--- config.mk ---
export PLATFORM = sky130hd
export DESIGN_NAME = npn4_tt_sweep
export DESIGN_NICKNAME = d
export VERILOG_FILES = /design/src/rtl/npn4_pkg.sv /design/src/rtl/npn4_sample_pipe.sv /design/src/rtl/npn4_tt_sweep.sv
export SDC_FILE = /design/constraint.sdc
export NUM_CORES = 1
export LEC_CHECK = 0
export BUFFER_PORTS_ARGS = -buffer_cell sky130_fd_sc_hd__buf_2
export CAP_MARGIN = 15
export CELL_PAD_IN_SITES_DETAIL_PLACEMENT = 0
export CELL_PAD_IN_SITES_GLOBAL_PLACEMENT = 2
export CORE_MARGIN = 5
export CORE_UTILIZATION = 27
export CTS_CLUSTER_DIAMETER = 80
export CTS_CLUSTER_SIZE = 16
export DETAILED_ROUTE_END_ITERATION = 10
export PLACE_DENSITY_LB_ADDON = 0.1
export SLEW_MARGIN = 15
export SYNTH_ARGS = -nofsm -noshare
export SYNTH_HDL_FRONTEND = slang
export SYNTH_SLANG_ARGS = --single-unit
--- constraint.sdc ---
create_clock -name clk -period 1.6 [get_ports clk]
set_input_delay 0.32 -clock clk [delete_from_list [all_inputs] [get_ports clk]]
set_output_delay 0.32 -clock clk [all_outputs]
set_load 0.005 [all_outputs]
--- src/rtl/npn4_pkg.sv ---
// Shared types and constants for the 4-input truth-table sweep block.
package npn4_pkg;

    typedef logic [15:0] tt4_t;
    typedef logic [3:0]  minterm_t;

    typedef enum logic [1:0] {
        IDLE  = 2'd0,
        SWEEP = 2'd1,
        DRAIN = 2'd2,
        DONE  = 2'd3
    } sweep_state_e;

    localparam int       NUM_MINTERMS = 16;
    localparam int       MAX_LATENCY  = 4;
    localparam minterm_t LAST_MINTERM = minterm_t'(NUM_MINTERMS - 1);

endpackage

--- src/rtl/npn4_sample_pipe.sv ---
// LATENCY-stage {valid, idx} delay line: tells the top which minterm y0 currently reflects.
module npn4_sample_pipe
    import npn4_pkg::*;
#(
    parameter int LATENCY = 1
) (
    input  logic     clk,
    input  logic     rst_n,
    input  logic     push_valid,
    input  minterm_t push_idx,
    output logic     tail_valid,
    output minterm_t tail_idx
);

    genvar gi;
    generate
        for (gi = 0; gi < LATENCY; gi++) begin : stage
            logic     valid_reg;
            minterm_t idx_reg;
            logic     valid_next;
            minterm_t idx_next;

            if (gi == 0) begin : g_head
                assign valid_next = push_valid;
                assign idx_next   = push_idx;
            end else begin : g_body
                assign valid_next = stage[gi-1].valid_reg;
                assign idx_next   = stage[gi-1].idx_reg;
            end

            always_ff @(posedge clk or negedge rst_n) begin
                if (!rst_n) begin
                    valid_reg <= 1'b0;
                    idx_reg   <= '0;
                end else begin
                    valid_reg <= valid_next;
                    idx_reg   <= idx_next;
                end
            end
        end
    endgenerate

    assign tail_valid = stage[LATENCY-1].valid_reg;
    assign tail_idx   = stage[LATENCY-1].idx_reg;

endmodule

--- src/rtl/npn4_tt_sweep.sv ---
// Exhaustive minterm sweep and truth-table capture for a 4-input function.
// Optional NPN4_TT_COMPARE_EN adds exp_tt_i / pass_o for on-chip comparison.
module npn4_tt_sweep
    import npn4_pkg::*;
#(
    parameter int LATENCY = 1
) (
    input  logic        clk,
    input  logic        rst_n,
    input  logic        start_i,
    output logic [3:0]  x_o,
    input  logic        y0_i,
    output logic        busy_o,
    output logic        done_o,
    output logic [15:0] tt_o,
    output logic        tt_valid_o
`ifdef NPN4_TT_COMPARE_EN
    ,
    input  logic [15:0] exp_tt_i,
    output logic        pass_o
`endif
);

    sweep_state_e state_reg;
    minterm_t     x_reg;
    tt4_t         tt_reg;
    logic         tt_valid_reg;
    logic         done_reg;
    logic         busy_reg;
    logic         last_seen_reg;

    logic         start_accept;
    logic         push_valid;
    minterm_t     push_idx;
    logic         tail_valid;
    minterm_t     tail_idx;

    assign start_accept = start_i && ((state_reg == IDLE) || (state_reg == DONE));

    // A sample token is launched on every edge that loads a new minterm into x.
    assign push_valid = start_accept || ((state_reg == SWEEP) && (x_reg != LAST_MINTERM));
    assign push_idx   = start_accept ? minterm_t'(0) : x_reg + minterm_t'(1);

    npn4_sample_pipe #(
        .LATENCY (LATENCY)
    ) u_pipe (
        .clk        (clk),
        .rst_n      (rst_n),
        .push_valid (push_valid),
        .push_idx   (push_idx),
        .tail_valid (tail_valid),
        .tail_idx   (tail_idx)
    );

`ifdef NPN4_TT_COMPARE_EN
    logic pass_reg;

    always_ff @(posedge clk or negedge rst_n) begin
        if (!rst_n) begin
            pass_reg <= 1'b0;
        end else if (start_accept) begin
            pass_reg <= 1'b0;
        end else if ((state_reg == DRAIN) && last_seen_reg) begin
            pass_reg <= (tt_reg == exp_tt_i);
        end
    end

    assign pass_o = pass_reg;
`endif

    always_ff @(posedge clk or negedge rst_n) begin
        if (!rst_n) begin
            state_reg     <= IDLE;
            x_reg         <= '0;
            tt_reg        <= '0;
            tt_valid_reg  <= 1'b0;
            done_reg      <= 1'b0;
            busy_reg      <= 1'b0;
            last_seen_reg <= 1'b0;
        end else begin
            done_reg <= 1'b0;
            if (tail_valid) begin
                tt_reg[tail_idx] <= y0_i;
                if (tail_idx == LAST_MINTERM) begin
                    last_seen_reg <= 1'b1;
                end
            end
            case (state_reg)
                IDLE, DONE: begin
                    if (start_i) begin
                        state_reg     <= SWEEP;
                        busy_reg      <= 1'b1;
                        x_reg         <= '0;
                        tt_reg        <= '0;
                        tt_valid_reg  <= 1'b0;
                        last_seen_reg <= 1'b0;
                    end
                end
                SWEEP: begin
                    if (x_reg == LAST_MINTERM) begin
                        state_reg <= DRAIN;
                    end else begin
                        x_reg <= x_reg + minterm_t'(1);
                    end
                end
                DRAIN: begin
                    // Completion is declared one edge after the last sample lands.
                    if (last_seen_reg) begin
                        state_reg     <= DONE;
                        busy_reg      <= 1'b0;
                        done_reg      <= 1'b1;
                        tt_valid_reg  <= 1'b1;
                        last_seen_reg <= 1'b0;
                    end
                end
                default: begin
                    state_reg <= IDLE;
                end
            endcase
        end
    end

    assign x_o        = x_reg;
    assign tt_o       = tt_reg;
    assign tt_valid_o = tt_valid_reg;
    assign done_o     = done_reg;
    assign busy_o     = busy_reg;

endmodule
==> summary.txt, run 1 <==
Status
  – Status: complete, no violations

CTS
  – H-tree depth: 2
  – CTS Hold Buffers Added: 0
  – Clk buf depth: 2
  – CTS Sinks: 31
  – Clock Latency Late Sink: 280 ps
  – CTS tree: built
  – CTS Buf Count: 5
  – Clock root buffer master: clkbuf_8
  – Clock transition at path regs: 70 ps

Place
  – Pre-CTS WS: -100 ps
  – Cell Area, Placed: about 1700 sq um
  – HPWL after DPL: approximately 2.6 mm
  – Gpl congestion: a little under 0.8
  – Placed cells: ~250
  – I/O Buffers: 26

Die
  – Die Area: 7130 sq um
  – Placeable Area: 5440 sq um
  – DIE WIDTH: 84.4 microns
  – # rows: 27
  – Die Span Y: 84.4 microns
  – # IOs: 27
  – Starting Density: 0.275

Yosys
  – Area leader, netlist: dfrtp_1
  – Synth top cells by count: dfrtp_1, o21ai_0, a21oi_1
  – Main synth FF type: dfrtp_1
  – Sequential fraction of the synthesis area: 0.518
  – Post-synth EDFFs: 0
  – Synth top area share: 0.518
  – Asr flop ratio synth: 1.00
  – #FFs+latches synth: 31
  – Synth Instances: 148
  – Synth area leaders: dfrtp_1, o21ai_0, a21oi_1
  – Synth unique cells: 37
  – Syn nets: about 160
  – Most frequent cell after synthesis: dfrtp_1
  – Syn Area/Cell: between 10 and 15 sq um
  – Mapped Area: 1500 sq um
  – YS warnings: 0

Power
  – Pwr Total: around 3.1 mW
  – PD cells: between 1500 and 2000 nW/um^2
  – Int Power: 1.99 mW
  – Comb pwr share: 0.423
  – Net load switching power: 1.14 mW
  – Seq pwr share: 0.358
  – Clock power frac: 0.218
  – Net Sw Frac: 0.363
  – Worst vdd ir: 820 uV
  – Leakage: between 0.9 and 1 nW

Global routing
  – GRT Total Usage: 0.108
  – Total congestion overflow: 0
  – Maximum number of pins on one net before global-route repair: 32
  – Initial antenna violation count: 0
  – First-pass GRT wire length: 6.07 mm
  – Vias in the first global route: 1,273

Routing
  – Drt drc: 0
  – Avg WL per Cell: 14.1 microns
  – 1st-pass router iterations: 4
  – ANT nets after route: 0
  – Via Count: 1,220
  – Via density: around 4.8
  – Final WL: around 3.6 mm
  – DRT iter0 DRCs: 46

Worst setup path
  – Reg2reg setup slack: 60 ps
  – Critical Path End: x_o[0]$_DFFE_PN0P_
  – WS Path Type: reg -> reg
  – Startpoint types: flop
  – Worst Setup SP: state_reg[1]$_DFFE_PN0P_
  – WP data required: around 1800 ps
  – CP max stage delay: roughly 420 ps
  – Cell Chain, Critical Path: ha_4 -> mux2i_2 -> a41o_2 -> mux2_4
  – Slowest CP cell: dfrtp_1
  – Worst r2r src: state_reg[1]$_DFFE_PN0P_
  – Worst R2R End: x_o[0]$_DFFE_PN0P_
  – Kind of end point of the critical path: flop
  – Worst reg2reg path depth: 4
  – Worst EP arrival: 1700 ps
  – Crit-path max FO: 4

Timing
  – Hold violation count in the final report: 0
  – Final setup fails: 0
  – Crit share post-route: 0.964
  – Max Clock Freq: between 0.6 and 0.7 GHz
  – Worst Skew: ~4.7 ps
  – Sum Neg Setup Slack: 0 ps
  – Final slew viol count: 0
  – Worst setup margin: 57.1 ps
  – Max-slew headroom: 0.737
  – Worst slew pin tran: 395 ps
  – RSZ-0062 raised after global routing: false
  – Min cycle time layout: 1540 ps

Final layout
  – Layout area overhead: 25.5%
  – Share of layout cells above drive strength 1: 0.279
  – Final Instance Area: 1880 sq um
  – ANT cells: 0
  – Net count, final: 190
  – Max reg flops: 16
  – Non-filler cells in the finished layout: 255

Worst hold path
  – Worst hold path class: in -> async

Job
  – Max_cap viols: 0
layout make-up:
type,count,area (sq um)
fillers,570,3560
well taps,72,90.1
clock buffers,8,100
multi-input cells,102,681
inverters,6,22.5
repair buffers,36,209
flip-flops and latches,31,776
metal layers:
metal,part of all wire,wire length [microns],global-route usage,vias up
met5,0,0,0,-
met4,0.031,110,0.0532,0
met3,0.051,182,0.0383,10
met2,0.49,1770,0.184,29
met1,0.43,1530,0.119,585
li1,-,-,-,596
per-stage QoR:
stage / util / hold WS [ps]
3_3_place_gp: 0.318 / 360
3_5_place_dp: 0.318 / 370
6_report: 0.345 / 58.3
5_1_grt: 0.345 / 103
4_1_cts: 0.340 / 67.3
2_1_floorplan: - / 24.4
logic make-up after synthesis:
kind of cell,synth area share
and+or+nand+nor,0.187
AOI/OAI and AO/OA,0.166
DFF,0.518
xor gates and xnor gates,0.0117
adders and majority gates,0.0334
buffers and inverters,0.0468
muxes,0.0368
layout by cell type, fill, tap and decap left out, types with 5 or more instances in the layout:
cell	netlist	layout
buf_4	1	9
o21ai_0	18	18
a21oi_1	17	17
inv_1	6	5
buf_2	2	26
dfrtp_1	31	31
nand3_1	16	16
clkbuf_8	0	7
how the worst min path moves through the flow:
stage,startpoint,to,slack [ps],depth (start not counted)
global route,rst_n,done_o$_DFF_PN0_,100,2
floorplan,rst_n,busy_o$_DFFE_PN0P_,20,0
CTS,rst_n,tt_o[0]$_DFF_PN0_,70,2
finish,rst_n,tt_o[14]$_DFF_PN0_,60,2
global placement,rst_n,tt_o[12]$_DFF_PN0_,360,2
detailed placement,rst_n,tt_o[0]$_DFF_PN0_,370,2
what timing repair did:
item,CTS,global route
endpoints found under the setup margin,3,8
pin swaps,1,2
endpoints found under the hold margin,0,0
buffers inserted,1,1
resized for setup,1,6
power by group through the flow:
stage,sequential [mW],clock [mW],combinational [mW]
floorplan,1.06,0,0.848
global placement,1.12,0,1.17
detailed placement,1.13,0,1.19
CTS,1.12,0.707,1.26
global route,1.15,0.744,1.46
finish,1.12,0.684,1.32
worst max-delay path: cells and delay by family, from the launching register on:
| kind | cells | cell delay (ps) |
|---|---|---|
| AO/OA/AOI/OAI | 1 | 170 |
| multiplexers | 2 | 530 |
| adder cells (fa/ha/maj) | 1 | 310 |
| flip-flops | 1 | 420 |
No activity file was read; power rests on OpenSTA's default activity.
==> run 2: changes to the inputs <==
--- a/config.mk
+++ b/config.mk
@@ -5,6 +5,7 @@
 export SDC_FILE = /design/constraint.sdc
 export NUM_CORES = 1
 export LEC_CHECK = 0
+export ABC_AREA = 1
 export BUFFER_PORTS_ARGS = -buffer_cell sky130_fd_sc_hd__buf_2
 export CAP_MARGIN = 15
 export CELL_PAD_IN_SITES_DETAIL_PLACEMENT = 0
@@ -14,8 +15,10 @@
 export CTS_CLUSTER_DIAMETER = 80
 export CTS_CLUSTER_SIZE = 16
 export DETAILED_ROUTE_END_ITERATION = 10
+export MAX_ROUTING_LAYER = met4
 export PLACE_DENSITY_LB_ADDON = 0.1
 export SLEW_MARGIN = 15
 export SYNTH_ARGS = -nofsm -noshare
 export SYNTH_HDL_FRONTEND = slang
+export SYNTH_HIERARCHICAL = 1
 export SYNTH_SLANG_ARGS = --single-unit
==> run 2 against run 1 <==
Effect of this change:
- register-to-register slack better by 80 ps
- die area is 0.73% lower
- worst setup slack improved by 81 ps
- sequential share of layout area grew 1.1 points
- highest routed layer unchanged
==> summary.txt, run 2 <==
Status
  – Status: complete, no violations (unchanged)

Final layout
  – Max reg flops: 16 (unchanged)
  – Layout area overhead: 23.2% (was 25.5%)
  – Fill cells: 587 (was 570)
  – Commonest non-fill, non-tap cell in the layout: nor2_1 (was dfrtp_1)
  – Share of layout cells above drive strength 1: 0.218 (was 0.279)
  – Net count, final: 224 (was 190)
  – ANT cells: 0 (unchanged)
  – Final core utilization: 0.336 (was 0.345)
  – Commonest cells after routing, fill and taps aside: nor2_1, nand2_1, dfrtp_1, buf_2, inv_1 (was dfrtp_1, buf_2, o21ai_0, a21oi_1, nand3_1)

Yosys
  – Synth area leaders: dfrtp_1, nor2_1, nand2_1 (was dfrtp_1, o21ai_0, a21oi_1)
  – Area leader, netlist: dfrtp_1 (unchanged)
  – #FFs+latches synth: 31 (unchanged)
  – Mapped Area: 1480 sq um (was 1500 sq um)
  – Synth Instances: 179 (was 148)
  – Sequential fraction of the synthesis area: 0.523 (was 0.518)
  – Syn Area/Cell: 8.29 sq um (was 10.1 sq um)
  – Synth top area share: 0.523 (was 0.518)
  – Syn nets: 187 (was 156)
  – Most frequent cell after synthesis: nor2_1 (was dfrtp_1)
  – Synth unique cells: 21 (was 37)
  – Main synth FF type: dfrtp_1 (unchanged)
  – Asr flop ratio synth: 1.00 (unchanged)
  – Post-synth EDFFs: 0 (unchanged)
  – YS warnings: 6 (was 0)
  – Synth top cells by count: nor2_1, dfrtp_1, nand2_1 (was dfrtp_1, o21ai_0, a21oi_1)

Global routing
  – Maximum number of pins on one net before global-route repair: 32 (unchanged)
  – Total congestion overflow: 0 (unchanged)
  – First-pass GRT wire length: 5.92 mm (was 6.07 mm)
  – Initial antenna violation count: 0 (unchanged)
  – GRT Total Usage: 0.109 (was 0.108)
  – Vias in the first global route: 1,223 (was 1,273)

Place
  – I/O Buffers: 26 (unchanged)
  – Pre-CTS WS: 121 ps (was -100 ps)
  – Gpl congestion: 0.764 (was 0.788)
  – HPWL after DPL: 2.57 mm (was 2.63 mm)

Power
  – Int Power: 1.67 mW (was 1.99 mW)
  – Net load switching power: 1.14 mW (about the same)
  – Worst vdd ir: 695 uV (was 820 uV)
  – Leakage: 0.995 nW (was 0.914 nW)
  – Seq pwr share: 0.377 (was 0.358)
  – Comb pwr share: 0.405 (was 0.423)
  – PD cells: 1540 nW/um^2 (was 1670 nW/um^2)
  – Clock power frac: 0.218 (about the same)
  – Net Sw Frac: 0.407 (was 0.363)

Die
  – Die Span Y: 84.1 microns (was 84.4 microns)
  – Starting Density: 0.273 (was 0.275)
  – Die Area: 7080 sq um (was 7130 sq um)
  – # rows: 27 (unchanged)
  – # IOs: 27 (unchanged)
  – DIE WIDTH: 84.1 microns (was 84.4 microns)
  – Placeable Area: 5440 sq um (unchanged)

CTS
  – CTS tree: built (unchanged)
  – CTS Sinks: 31 (unchanged)
  – CTS Hold Buffers Added: 0 (unchanged)
  – CTS Buf Count: 5 (unchanged)
  – H-tree depth: 2 (unchanged)
  – Clock root buffer master: clkbuf_8 (unchanged)
  – Clk buf depth: 2 (unchanged)
  – Clock Latency Late Sink: 280 ps (about the same)
  – Clock transition at path regs: 60 ps (was 70 ps)

Worst setup path
  – Top cell by count, worst path: nand2_1
  – Crit-path max FO: 5 (was 4)
  – Cell Chain, Critical Path: inv_1 -> ha_1 -> nand2_1 -> o21ai_0 -> inv_1 -> nand2_1 -> nand2_1 -> o21ai_1 (was ha_4 -> mux2i_2 -> a41o_2 -> mux2_4)
  – Slowest CP cell: dfrtp_1 (unchanged)
  – Startpoint types: flop (unchanged)
  – Worst EP arrival: 1620 ps (was 1700 ps)
  – Kind of end point of the critical path: flop (unchanged)
  – WP data required: 1760 ps (about the same)
  – CP max stage delay: 350 ps (was 420 ps)
  – WS Path Type: reg -> reg (unchanged)

Timing
  – Final setup fails: 0 (unchanged)
  – Worst Skew: 3.64 ps (was 4.71 ps)
  – Max Clock Freq: 0.684 GHz (was 0.648 GHz)
  – Worst slew pin tran: 421 ps (was 395 ps)
  – Sum Neg Setup Slack: 0 ps (unchanged)
  – Crit share post-route: 0.913 (was 0.964)
  – Worst-case hold slack: 46.7 ps (was 58.3 ps)
  – Worst setup margin: 139 ps (was 57.1 ps)
  – Max-slew headroom: 0.719 (was 0.737)
  – Min cycle time layout: 1460 ps (was 1540 ps)
  – RSZ-0062 raised after global routing: false (unchanged)
  – Final slew viol count: 0 (unchanged)
  – Hold violation count in the final report: 0 (unchanged)

Routing
  – Avg WL per Cell: 12.5 microns (was 14.1 microns)
  – Drt drc: 0 (unchanged)
  – Via Count: 1,270 (was 1,220)
  – Via density: 4.41 (was 4.78)
  – DRT iter0 DRCs: 44 (was 46)
  – Final WL: 3.60 mm (unchanged)
  – ANT nets after route: 0 (unchanged)
  – 1st-pass router iterations: 4 (unchanged)

Job
  – Max_cap viols: 0 (unchanged)

Worst hold path
  – Worst hold path class: in -> async (unchanged)
## run 2: metal layers
metal | global-route usage | wire length (microns) | part of all wire | up-vias
li1 | - | - | - | 644
met1 | 0.120 | 1560 | 0.43 | 598
met2 | 0.182 | 1830 | 0.51 | 23
met3 | 0.0383 | 150 | 0.042 | 5
met4 | 0.0395 | 53 | 0.015 | 0
met5 | - | 0 | 0 | -
## run 2: cell families (layout without fill, tap and decap cells)
| family | after synthesis | count (layout) | synth area share |
|---|---|---|---|
| and+or+nand+nor | 96 | 96 | 0.296 |
| AOI/OAI and AO/OA | 24 | 24 | 0.0826 |
| DFF | 31 | 31 | 0.523 |
| xor gates and xnor gates | 1 | 1 | 0.00590 |
| buffers and inverters | 23 | 60 | 0.0590 |
| adders and majority gates | 4 | 4 | 0.0337 |
## run 2: path summary, 6_finish.rpt
| path | from | endpoint | slack, ps | depth (start not counted) |
|---|---|---|---|---|
| setup / recovery | state_reg[0]$_DFFE_PN0P_ | state_reg[1]$_DFFE_PN0P_ | 140 | 8 |
| hold / removal | rst_n | busy_o$_DFFE_PN0P_ | 50 | 2 |
| setup reg to reg | state_reg[0]$_DFFE_PN0P_ | state_reg[1]$_DFFE_PN0P_ | 140 | 8 |
| hold reg to reg | busy_o$_DFFE_PN0P_ | busy_o$_DFFE_PN0P_ | 470 | 2 |
| max in group asynchronous | rst_n | tt_o[12]$_DFF_PN0_ | 1240 | 2 |
| min in group clk | start_i | tt_valid_o$_DFFE_PN0P_ | 350 | 3 |
## run 2: layout make-up
type                    instances  area (sq um)  area share
flip-flops and latches         31           776       0.424
clock inverters                 1          5.00     0.00274
repair buffers                 32           175      0.0958
clock buffers                   6          82.6      0.0452
multi-input cells             125           621       0.339
well taps                      72          90.1      0.0493
inverters                      21          78.8      0.0431
## run 2: per-stage QoR
step                      instance area, sq um  power [mW]  cells
after floorplan                           1480        1.79    179
after global placement                    1730        2.15    279
after detailed placement                  1730        2.18    279
after CTS                                 1810        2.82    286
after global routing                      1830        3.08    288
final                                     1830        2.81    288
## run 2: power groups by stage
stage / clock network [mW] / logic, mW / registers [mW]
global route: 0.683 / 1.32 / 1.08
CTS: 0.654 / 1.10 / 1.07
finish: 0.615 / 1.14 / 1.06
floorplan: 0 / 0.713 / 1.08
global placement: 0 / 1.08 / 1.07
detailed placement: 0 / 1.10 / 1.08
## run 2: timing repair
item                                    in CTS  in global routing
buffers inserted                             0                  2
resized for setup                            0                  1
endpoints found under the setup margin       0                  3
## run 2: critical path: cells and delay by family, from the launching register on
family                     cells  cell delay, ps
AOI/OAI and AO/OA              2             190
adders and majority gates      1             350
and+or+nand+nor                3             310
DFF                            1             350
buffers and inverters          2             140
==> run 3: changes to the inputs <==
==> constraint.sdc (replaced) <==
create_clock -name clk -period 1.9 [get_ports clk]
set_input_delay 0.38 -clock clk [delete_from_list [all_inputs] [get_ports clk]]
set_output_delay 0.38 -clock clk [all_outputs]
set_load 0.005 [all_outputs]
==> run 3 against run 2 <==
Effect of this change:
- sequential cell count stayed put
- clock skew is 0.94 ps higher
- worst hold slack better by 120 ps
- die area stayed put
- global-route usage is 0.31 points higher
- critical path depth stayed put
- core utilization is 0.46 points lower
- sequential power is 15% lower
- total power is 17% lower
- maximum frequency is 1.3% lower
- first-iteration DRC count is 6.8% higher
==> summary.txt, run 3 (same netlist as run 2, synthesis figures left out) <==
Status
  – Status: complete, no violations (unchanged)

Worst setup path
  – Top cell by count, worst path: nand2_1 (unchanged)
  – Startpoint types: flop (unchanged)
  – Cell Chain, Critical Path: inv_1 -> ha_1 -> nand2_1 -> o21ai_0 -> inv_1 -> o21ai_0 -> nand2_1 -> nand2_1 (was inv_1 -> ha_1 -> nand2_1 -> o21ai_0 -> inv_1 -> nand2_1 -> nand2_1 -> o21ai_1)
  – Crit path max-delay family: flip-flops (unchanged)
  – WP data required: 2070 ps (was 1760 ps)
  – Worst EP arrival: 1650 ps (was 1620 ps)
  – Worst Path Buf+Inv: 2 (unchanged)
  – CP max stage delay: 400 ps (was 350 ps)
  – Kind of end point of the critical path: flop (unchanged)
  – Crit-path max FO: 5 (unchanged)
  – WS Path Type: reg -> reg (unchanged)
  – Slowest CP cell: dfrtp_1 (unchanged)

Job
  – Max_cap viols: 0 (unchanged)

Die
  – Starting Density: 0.273 (unchanged)
  – # rows: 27 (unchanged)
  – Placeable Area: 5440 sq um (unchanged)
  – Die Area: 7080 sq um (unchanged)
  – Die Span Y: 84.1 microns (unchanged)
  – # IOs: 27 (unchanged)
  – DIE WIDTH: 84.1 microns (unchanged)

CTS
  – CTS Hold Buffers Added: 0 (unchanged)
  – CTS tree: built (unchanged)
  – CTS Sinks: 31 (unchanged)
  – Clock root buffer master: clkbuf_8 (unchanged)
  – Post-CTS setup buffer count: 0 (unchanged)
  – Clk buf depth: 2 (unchanged)
  – Clock Latency Late Sink: 280 ps (about the same)
  – CTS Buf Count: 5 (unchanged)
  – H-tree depth: 2 (unchanged)
  – Clock transition at path regs: 70 ps (was 60 ps)
  – Post-cts sizing count: 0 (unchanged)

Timing
  – Worst slew pin tran: 741 ps (was 421 ps)
  – Max Clock Freq: 0.675 GHz (was 0.684 GHz)
  – Worst setup margin: 419 ps (was 139 ps)
  – Final slew viol count: 0 (unchanged)
  – Final setup fails: 0 (unchanged)
  – Hold violation count in the final report: 0 (unchanged)
  – Worst Skew: 4.58 ps (was 3.64 ps)
  – Sum Neg Setup Slack: 0 ps (unchanged)
  – Crit share post-route: 0.779 (was 0.913)
  – RSZ-0062 raised after global routing: false (unchanged)
  – Min cycle time layout: 1480 ps (was 1460 ps)
  – Max-slew headroom: 0.506 (was 0.719)

Final layout
  – Max reg flops: 16 (unchanged)
  – Final core utilization: 0.331 (was 0.336)
  – Layout area overhead: 21.5% (was 23.2%)
  – ANT cells: 0 (unchanged)
  – Net count, final: 219 (was 224)
  – Commonest cells after routing, fill and taps aside: nor2_1, nand2_1, dfrtp_1, buf_2, inv_1 (unchanged)
  – Share of layout cells above drive strength 1: 0.198 (was 0.218)
  – Commonest non-fill, non-tap cell in the layout: nor2_1 (unchanged)
  – Final Instance Area: 1800 sq um (was 1830 sq um)

Place
  – Gpl congestion: 0.784 (was 0.764)
  – HPWL after DPL: 2.47 mm (was 2.57 mm)
  – I/O Buffers: 26 (unchanged)
  – Pre-CTS WS: 440 ps (was 121 ps)
  – Cell Area, Placed: 1700 sq um (was 1730 sq um)

Global routing
  – GRT Total Usage: 0.112 (was 0.109)
  – Total congestion overflow: 0 (unchanged)
  – Vias in the first global route: 1,271 (was 1,223)
  – Initial antenna violation count: 0 (unchanged)
  – First-pass GRT wire length: 6.10 mm (was 5.92 mm)
  – Maximum number of pins on one net before global-route repair: 32 (unchanged)

Routing
  – ANT nets after route: 0 (unchanged)
  – Final WL: 3.47 mm (was 3.60 mm)
  – Via Count: 1,253 (was 1,270)
  – Via density: 4.41 (about the same)
  – DRT iter0 DRCs: 47 (was 44)
  – Drt drc: 0 (unchanged)
  – Avg WL per Cell: 12.2 microns (was 12.5 microns)
  – 1st-pass router iterations: 4 (unchanged)

Worst hold path
  – Worst hold path class: in -> async (unchanged)

Power
  – Leakage: 0.975 nW (was 0.995 nW)
  – Int Power: 1.40 mW (was 1.67 mW)
  – Comb pwr share: 0.371 (was 0.405)
  – Clock power frac: 0.244 (was 0.218)
  – Net load switching power: 0.944 mW (was 1.14 mW)
  – PD cells: 1300 nW/um^2 (was 1540 nW/um^2)
  – Worst vdd ir: 657 uV (was 695 uV)
  – Net Sw Frac: 0.403 (was 0.407)
  – Seq pwr share: 0.385 (was 0.377)
==> run 3: changes by cell type in the layout (fill, tap and decap cells not counted), sizes merged <==
cell | before | now
clkbuf | 6 | 8
clkinv | 1 | 0
buf | 32 | 27
==> run 3: per-stage QoR <==
step / instances / power [mW] / hold slack, ps
6_report: 284 / 2.34 / 162
5_1_grt: 284 / 2.59 / 228
4_1_cts: 284 / 2.40 / 183
3_5_place_dp: 276 / 1.80 / 458
3_3_place_gp: 276 / 1.78 / 454
2_1_floorplan: 179 / 1.51 / 84.4
==> run 3: worst paths after layout <==
| path | startpoint | to | slack [ps] | cells past startpoint |
|---|---|---|---|---|
| hold / removal | rst_n | tt_o[3]$_DFF_PN0_ | 160 | 1 |
| setup / recovery | state_reg[0]$_DFFE_PN0P_ | tt_valid_o$_DFFE_PN0P_ | 420 | 8 |
| min in group clk | start_i | tt_valid_o$_DFFE_PN0P_ | 400 | 3 |
| max in group asynchronous | rst_n | tt_o[14]$_DFF_PN0_ | 1260 | 1 |
| hold reg to reg | tt_valid_o$_DFFE_PN0P_ | tt_valid_o$_DFFE_PN0P_ | 470 | 2 |
| setup reg to reg | state_reg[0]$_DFFE_PN0P_ | tt_valid_o$_DFFE_PN0P_ | 420 | 8 |
==> run 3: power by group through the flow <==
stage	sequential [mW]	combinational, mW	clock, mW
finish	0.903	0.869	0.573
global route	0.929	1.03	0.623
CTS	0.904	0.890	0.610
detailed placement	0.916	0.885	0
global placement	0.911	0.871	0
floorplan	0.909	0.600	0
==> run 3: layer usage <==
metal	wire length, microns	track usage	vias up
li1	-	-	638
met1	1510	0.125	592
met2	1790	0.190	18
met3	121	0.0373	5
met4	48	0.0351	0
met5	0	-	-
==> run 3: final cells by class <==
| class | count | area [sq um] |
|---|---|---|
| clock buffer | 8 | 100 |
| fill | 594 | 3640 |
| inverter | 21 | 78.8 |
| multi-input combinational | 125 | 621 |
| sequential | 31 | 776 |
| tap | 72 | 90.1 |
| timing repair buffer | 27 | 138 |
==> run 3: worst register-to-register path, delay by kind of cell (launching register included) <==
kind	cells	cell delay, ps
AO/OA/AOI/OAI	2	220
buffers and inverters	2	140
adder cells (fa/ha/maj)	1	350
flip-flops	1	400
AND/OR/NAND/NOR	3	250
